$ cat config.mk
export PLATFORM = sky130hd
export DESIGN_NAME = alu_muldiv_unit
export DESIGN_NICKNAME = d
export VERILOG_FILES = /design/src/rtl/alu_muldiv_unit.sv
export SDC_FILE = /design/constraint.sdc
export NUM_CORES = 2
export LEC_CHECK = 0
export ABC_AREA = 0
export CAP_MARGIN = 10
export CORE_MARGIN = 1.5
export CORE_UTILIZATION = 55
export DETAILED_ROUTE_END_ITERATION = 10
export PLACE_DENSITY = 0.71
export REMOVE_ABC_BUFFERS = 1
export SETUP_SLACK_MARGIN = 0.05
export SYNTH_ARGS = -nofsm -noshare
export SYNTH_HDL_FRONTEND = slang
export SYNTH_SLANG_ARGS = --single-unit
$ cat constraint.sdc
create_clock -name clk -period 9.23 [get_ports clk]
set_input_delay 0.923 -clock clk [delete_from_list [all_inputs] [get_ports clk]]
set_output_delay 0.923 -clock clk [all_outputs]
set_load 0.1 [all_outputs]
$ cat src/rtl/alu_muldiv_unit.sv
// alu_muldiv_unit: RV32M multiply/divide companion to the single-cycle ALU.
//   One M-extension op per in_vld/in_rdy handshake. Multiply has a fixed
//   latency of MUL_CYCLES clocks. Divide is an iterative radix-2 restoring
//   divider (XLEN iterations plus one sign-fix clock). Divide by zero and
//   signed overflow finish in one clock. The result is held until out_rdy.
// Ports:
//   clk, rst (sync, active-low), flush (kill in-flight op)
//   in_vld/in_rdy, in_funct3, in_rs0 (a), in_rs1 (b), in_rd (tag)
//   out_vld/out_rdy, out_rd, out_data
//   busy (state != IDLE)
module alu_muldiv_unit #(
   parameter int XLEN       = 32,
   parameter int MUL_CYCLES = 2,
   parameter int TAG_W      = 5
) (
   input  logic             clk,
   input  logic             rst,
   input  logic             flush,
   input  logic             in_vld,
   output logic             in_rdy,
   input  logic [2:0]       in_funct3,
   input  logic [XLEN-1:0]  in_rs0,
   input  logic [XLEN-1:0]  in_rs1,
   input  logic [TAG_W-1:0] in_rd,
   output logic             out_vld,
   input  logic             out_rdy,
   output logic [TAG_W-1:0] out_rd,
   output logic [XLEN-1:0]  out_data,
   output logic             busy
);

   localparam int CNT_W = $clog2(XLEN + 1);

   typedef enum logic [2:0] {IDLE, MUL, DIV, FIX, DONE} state_t;

   state_t           state;
   logic [CNT_W-1:0] cnt;
   logic [1:0]       f3;        // funct3[1:0] of the accepted op
   logic [TAG_W-1:0] tag;
   logic [XLEN-1:0]  a_reg, b_reg;
   logic [XLEN-1:0]  quo, rem, dvs;
   logic             neg_q, neg_r;

   assign in_rdy = (state == IDLE) && rst && !flush;
   assign busy   = (state != IDLE);

   // Multiplier: one shared array. In IDLE it looks at the live inputs so a
   // single-cycle configuration can finish on the acceptance edge.
   logic [XLEN-1:0]          mul_a, mul_b;
   logic [1:0]               mul_f;
   logic                     sa, sb;
   logic signed [2*XLEN-1:0] ax, bx, prod;
   logic [XLEN-1:0]          mul_res;

   always_comb begin
      mul_a = (state == IDLE) ? in_rs0 : a_reg;
      mul_b = (state == IDLE) ? in_rs1 : b_reg;
      mul_f = (state == IDLE) ? in_funct3[1:0] : f3;
      // MULH: both signed; MULHSU: a signed only; MUL/MULHU: low half/unsigned
      sa = (mul_f == 2'b01) || (mul_f == 2'b10);
      sb = (mul_f == 2'b01);
      ax = {{XLEN{sa & mul_a[XLEN-1]}}, mul_a};
      bx = {{XLEN{sb & mul_b[XLEN-1]}}, mul_b};
      prod = ax * bx;
      mul_res = (mul_f == 2'b00) ? prod[XLEN-1:0] : prod[2*XLEN-1:XLEN];
   end

   // Divide setup on the acceptance edge: signed ops are run on magnitudes.
   logic            d_sgn, a_neg, b_neg, div_zero, div_ovf;
   logic [XLEN-1:0] mag_a, mag_b;

   always_comb begin
      d_sgn    = !in_funct3[0];
      a_neg    = d_sgn & in_rs0[XLEN-1];
      b_neg    = d_sgn & in_rs1[XLEN-1];
      mag_a    = a_neg ? -in_rs0 : in_rs0;
      mag_b    = b_neg ? -in_rs1 : in_rs1;
      div_zero = (in_rs1 == '0);
      div_ovf  = d_sgn && (in_rs0 == {1'b1, {(XLEN-1){1'b0}}}) && (in_rs1 == '1);
   end

   // One restoring step: shift next dividend bit into the partial remainder
   // and subtract the divisor if it fits.
   logic [XLEN:0] shl, diff;

   always_comb begin
      shl  = {rem, quo[XLEN-1]};
      diff = shl - {1'b0, dvs};
   end

   always_ff @(posedge clk) begin
      if (!rst) begin
         state    <= IDLE;
         cnt      <= '0;
         f3       <= '0;
         tag      <= '0;
         a_reg    <= '0;
         b_reg    <= '0;
         quo      <= '0;
         rem      <= '0;
         dvs      <= '0;
         neg_q    <= 1'b0;
         neg_r    <= 1'b0;
         out_vld  <= 1'b0;
         out_data <= '0;
         out_rd   <= '0;
      end else if (flush) begin
         state    <= IDLE;
         cnt      <= '0;
         out_vld  <= 1'b0;
         out_data <= '0;
         out_rd   <= '0;
      end else begin
         case (state)
            IDLE: begin
               if (in_vld) begin
                  f3    <= in_funct3[1:0];
                  tag   <= in_rd;
                  a_reg <= in_rs0;
                  b_reg <= in_rs1;
                  cnt   <= '0;
                  if (!in_funct3[2]) begin
                     if (MUL_CYCLES == 1) begin
                        out_data <= mul_res;
                        out_rd   <= in_rd;
                        out_vld  <= 1'b1;
                        state    <= DONE;
                     end else begin
                        cnt   <= CNT_W'(1);
                        state <= MUL;
                     end
                  end else if (div_zero) begin
                     // quotient all-ones, remainder is the dividend
                     out_data <= in_funct3[1] ? in_rs0 : '1;
                     out_rd   <= in_rd;
                     out_vld  <= 1'b1;
                     state    <= DONE;
                  end else if (div_ovf) begin
                     out_data <= in_funct3[1] ? '0 : in_rs0;
                     out_rd   <= in_rd;
                     out_vld  <= 1'b1;
                     state    <= DONE;
                  end else begin
                     quo   <= mag_a;
                     dvs   <= mag_b;
                     rem   <= '0;
                     neg_q <= a_neg ^ b_neg;
                     neg_r <= a_neg;
                     state <= DIV;
                  end
               end
            end
            MUL: begin
               if (cnt == CNT_W'(MUL_CYCLES - 1)) begin
                  out_data <= mul_res;
                  out_rd   <= tag;
                  out_vld  <= 1'b1;
                  cnt      <= '0;
                  state    <= DONE;
               end else begin
                  cnt <= cnt + CNT_W'(1);
               end
            end
            DIV: begin
               if (!diff[XLEN]) begin
                  rem <= diff[XLEN-1:0];
                  quo <= {quo[XLEN-2:0], 1'b1};
               end else begin
                  rem <= shl[XLEN-1:0];
                  quo <= {quo[XLEN-2:0], 1'b0};
               end
               if (cnt == CNT_W'(XLEN - 1)) begin
                  cnt   <= '0;
                  state <= FIX;
               end else begin
                  cnt <= cnt + CNT_W'(1);
               end
            end
            FIX: begin
               // remainder follows the dividend sign, quotient the sign xor
               if (f3[1]) out_data <= neg_r ? -rem : rem;
               else       out_data <= neg_q ? -quo : quo;
               out_rd  <= tag;
               out_vld <= 1'b1;
               state   <= DONE;
            end
            DONE: begin
               if (out_rdy) begin
                  out_vld  <= 1'b0;
                  out_data <= '0;
                  out_rd   <= '0;
                  state    <= IDLE;
               end
            end
            default: state <= IDLE;
         endcase
      end
   end

endmodule
==> impl_results.md <==
- Die X: 314.7 um
- Post-synth EDFFs: 0
- Routed vias: approximately 47000
- Fraction of registers with async set/reset: 0%
- Cts bufs inserted: 27
- Worst setup SP type: flip-flop
- Row Count: about 110
- Yosys reg bits: about 220
- CP max stage delay: 560 ps
- Routability cong.: between 0.9 and 1
- Dominant synthesized flop cell: dfxtp_1
- Post-Syn Area: between 50000 and 60000 um2
- Clk sinks: roughly 220
- Worst Hold End: out_rd[4]
- CP Class: reg2reg
- CORE AREA: 96420 um2
- Post-synthesis simple-gate area fraction: 16.27%
- Slowest stage cell, crit path: fa_1
- Share of cells above drive strength 1: between 10% and 20%
- Crit path max fanout: 74
- Non-Filler Instances: 8230
- Worst setup EP type: flip-flop
- Cell variety after synth: 91
- Seq/Total Area, Yosys: 8.092%
- Area growth, synth to finish: 16.19%
- GR Util All Layers: 38.09%
- Clock latency at the later pin of the worst-skew pair: 560 ps
- Ports: 117
- Post-Synth XOR/XNOR Area: ~3.4%
- Initial antenna violation count: 7
- DP HPWL: 154700 um
- Final wirelength: 184700 um
- Data required time at the worst endpoint: 9700 ps
- R2R Path Start: state[2]
- HP Start: out_rd[4]
- Final setup margin: 325.0 ps
- Final period util: 96.48%
- Final net count: 8392
- CTS tree: yes
- Commonest non-fill, non-tap cell in the layout: nand2_1
- Synth Area per Inst: 8.247 um2
- Final Setup Violations: 0
- Initial core utilization: 55.42%
- Antenna-violating nets left: 0
- TritonRoute pass-1 iters: 6
- Synth Warn #: 0
- Fin Clk Skew: 23.43 ps
- Reg2reg path depth: 33
- Vias in the first global route: 48230
- Placed Cells: roughly 8000
- Max clock buf depth: 3
- Mean routed wirelength per cell: 22.44 um
- Slew @ Worst Pin: around 1200 ps
- Pre-CTS setup slack: -713.1 ps
- RSZ-0062 raised after global routing: true
- Slew Limit Fails: 0
- Die area: 99040 um2
- Core Util, Final: between 60% and 70%
- Die height: 314.7 um
- Compound-Gate Fraction of Synth Area: 10.35%
- Largest net degree at the start of global routing: 88
- PortBufs: around 120
- Hold Path Class: reg2reg
- Drt drc: 0
- Final hold vios: 0
- Worst R2R Setup Slack: between 300 and 400 ps
- Rel. slew slack: 19.92%
- GRT overflow: 0
- WHS: 459.0 ps
- Cell count after synthesis: 6480
- Post-Synth Adder-Cell Area: around 50%
- First-pass GRT wire length: 284600 um
- Final min period: slightly below 9000 ps
- WP data arrival: 9380 ps
- DR vias/cell: 5.692
- Combinational family with the most area after synthesis: adder cells
- CTS root buffer: clkbuf_16
- Reg-to-Reg End: out_data[0]
- H-Tree Depth: 1
- Clk slew on worst S/H paths: around 60 ps
- Max Freq: roughly 110 MHz
- WHS Path Cells: 2
- Crit path top cell by count: fa_1
- Post-synthesis mux area share: 1.700%
- Most frequent cells in the layout: nand2_1, inv_1, fa_1
- Outcome: finished clean
- Initial DRC Count: 4236
- MaxCap Viol Count: 0
==> worst max-delay path, delay by kind of cell (launching register included) <==
| family | cells | cell delay, ps |
|---|---|---|
| buf+inv | 11 | 1320 |
| simple gates | 6 | 940 |
| flops | 1 | 340 |
| xor+xnor | 1 | 160 |
| fa+ha+maj | 9 | 4440 |
| compound gates | 6 | 1530 |
==> per-layer routing <==
layer	track usage, %	routed length [um]	vias up
li1	-	-	20680
met1	51.02	72350	23500
met2	59.93	83120	2225
met3	7.933	18930	434
met4	16.73	10230	6
met5	0	37	-
==> cell type report <==
type	count	area [um2]
timing repair buffer	787	7318
antenna	2	5.005
multi-input combinational	4634	43180
clock inverter	7	138.9
tap	1276	1597
inverter	1270	4767
fill	8255	34330
sequential	216	4325
clock buffer	38	757.0
==> worst max path at each step <==
stage | start | to | slack [ps] | cells after the start
global route | in_funct3[1] | out_data[31] | 30 | 33
CTS | in_rs0[31] | out_data[25] | 70 | 35
finish | state[2] | out_data[0] | 320 | 33
detailed placement | in_rs0[31] | out_data[31] | -710 | 29
global placement | in_rs0[31] | out_data[31] | -630 | 30
floorplan | state[2] | out_data[31] | -14750 | 30
==> cells in the mapped netlist, drive strengths merged (6+ instances only) <==
cell type / count / area share, %
inv: 1269 / 8.9
or2: 11 / 0.13
maj3: 26 / 0.49
o2111ai: 6 / 0.11
nand2b: 25 / 0.29
a21o: 49 / 0.69
buf: 51 / 0.48
o211a: 32 / 0.60
a211oi: 37 / 0.52
nand2: 1365 / 9.6
dfxtp: 216 / 8.1
nand3: 43 / 0.41
or3: 21 / 0.25
o41ai: 17 / 0.28
nor4: 17 / 0.22
o22ai: 11 / 0.13
xnor2: 124 / 2.0
a21boi: 100 / 1.4
mux2i: 87 / 1.6
or4: 16 / 0.22
o21a: 17 / 0.24
fa: 1126 / 42
xor2: 84 / 1.4
o21ai: 178 / 1.7
and2: 35 / 0.41
nor3: 43 / 0.42
o211ai: 47 / 0.66
o31ai: 43 / 0.60
a311oi: 6 / 0.098
nor2: 432 / 3.0
ha: 253 / 5.9
a31oi: 17 / 0.20
a21oi: 181 / 1.7
clkbuf: 309 / 2.2
and3: 12 / 0.14
a221oi: 10 / 0.20
o21bai: 13 / 0.18
nand4: 31 / 0.37
nor2b: 36 / 0.42
a211o: 6 / 0.098
a2111oi: 7 / 0.13
==> metrics by stage <==
step	setup TNS (ps)	area, um2
floorplan	-496490	52020
global placement	-10170	60960
detailed placement	-11670	60960
CTS	0	61860
global route	0	62090
finish	0	62090
==> logic make-up (layout without fill, tap and decap cells) <==
kind of cell               after synthesis  count (layout)
AOI/OAI and AO/OA                      823             823
and+or+nand+nor                       2108            2108
DFF                                    216             216
adders and majority gates             1405            1405
muxes                                   90              90
buffers and inverters                 1630            2102
xor gates and xnor gates               208             208
other                                    0               2
==> what timing repair did <==
item,4_1_cts,5_1_grt
setup endpoints to repair,10,27
pin swaps,0,16
gates resized for setup,2,48
buffers inserted,0,3
cloned,0,0
hold buffers,0,0
Power is not shown: default switching activity piles up to over one toggle a cycle in this logic, so the estimate is an artifact.
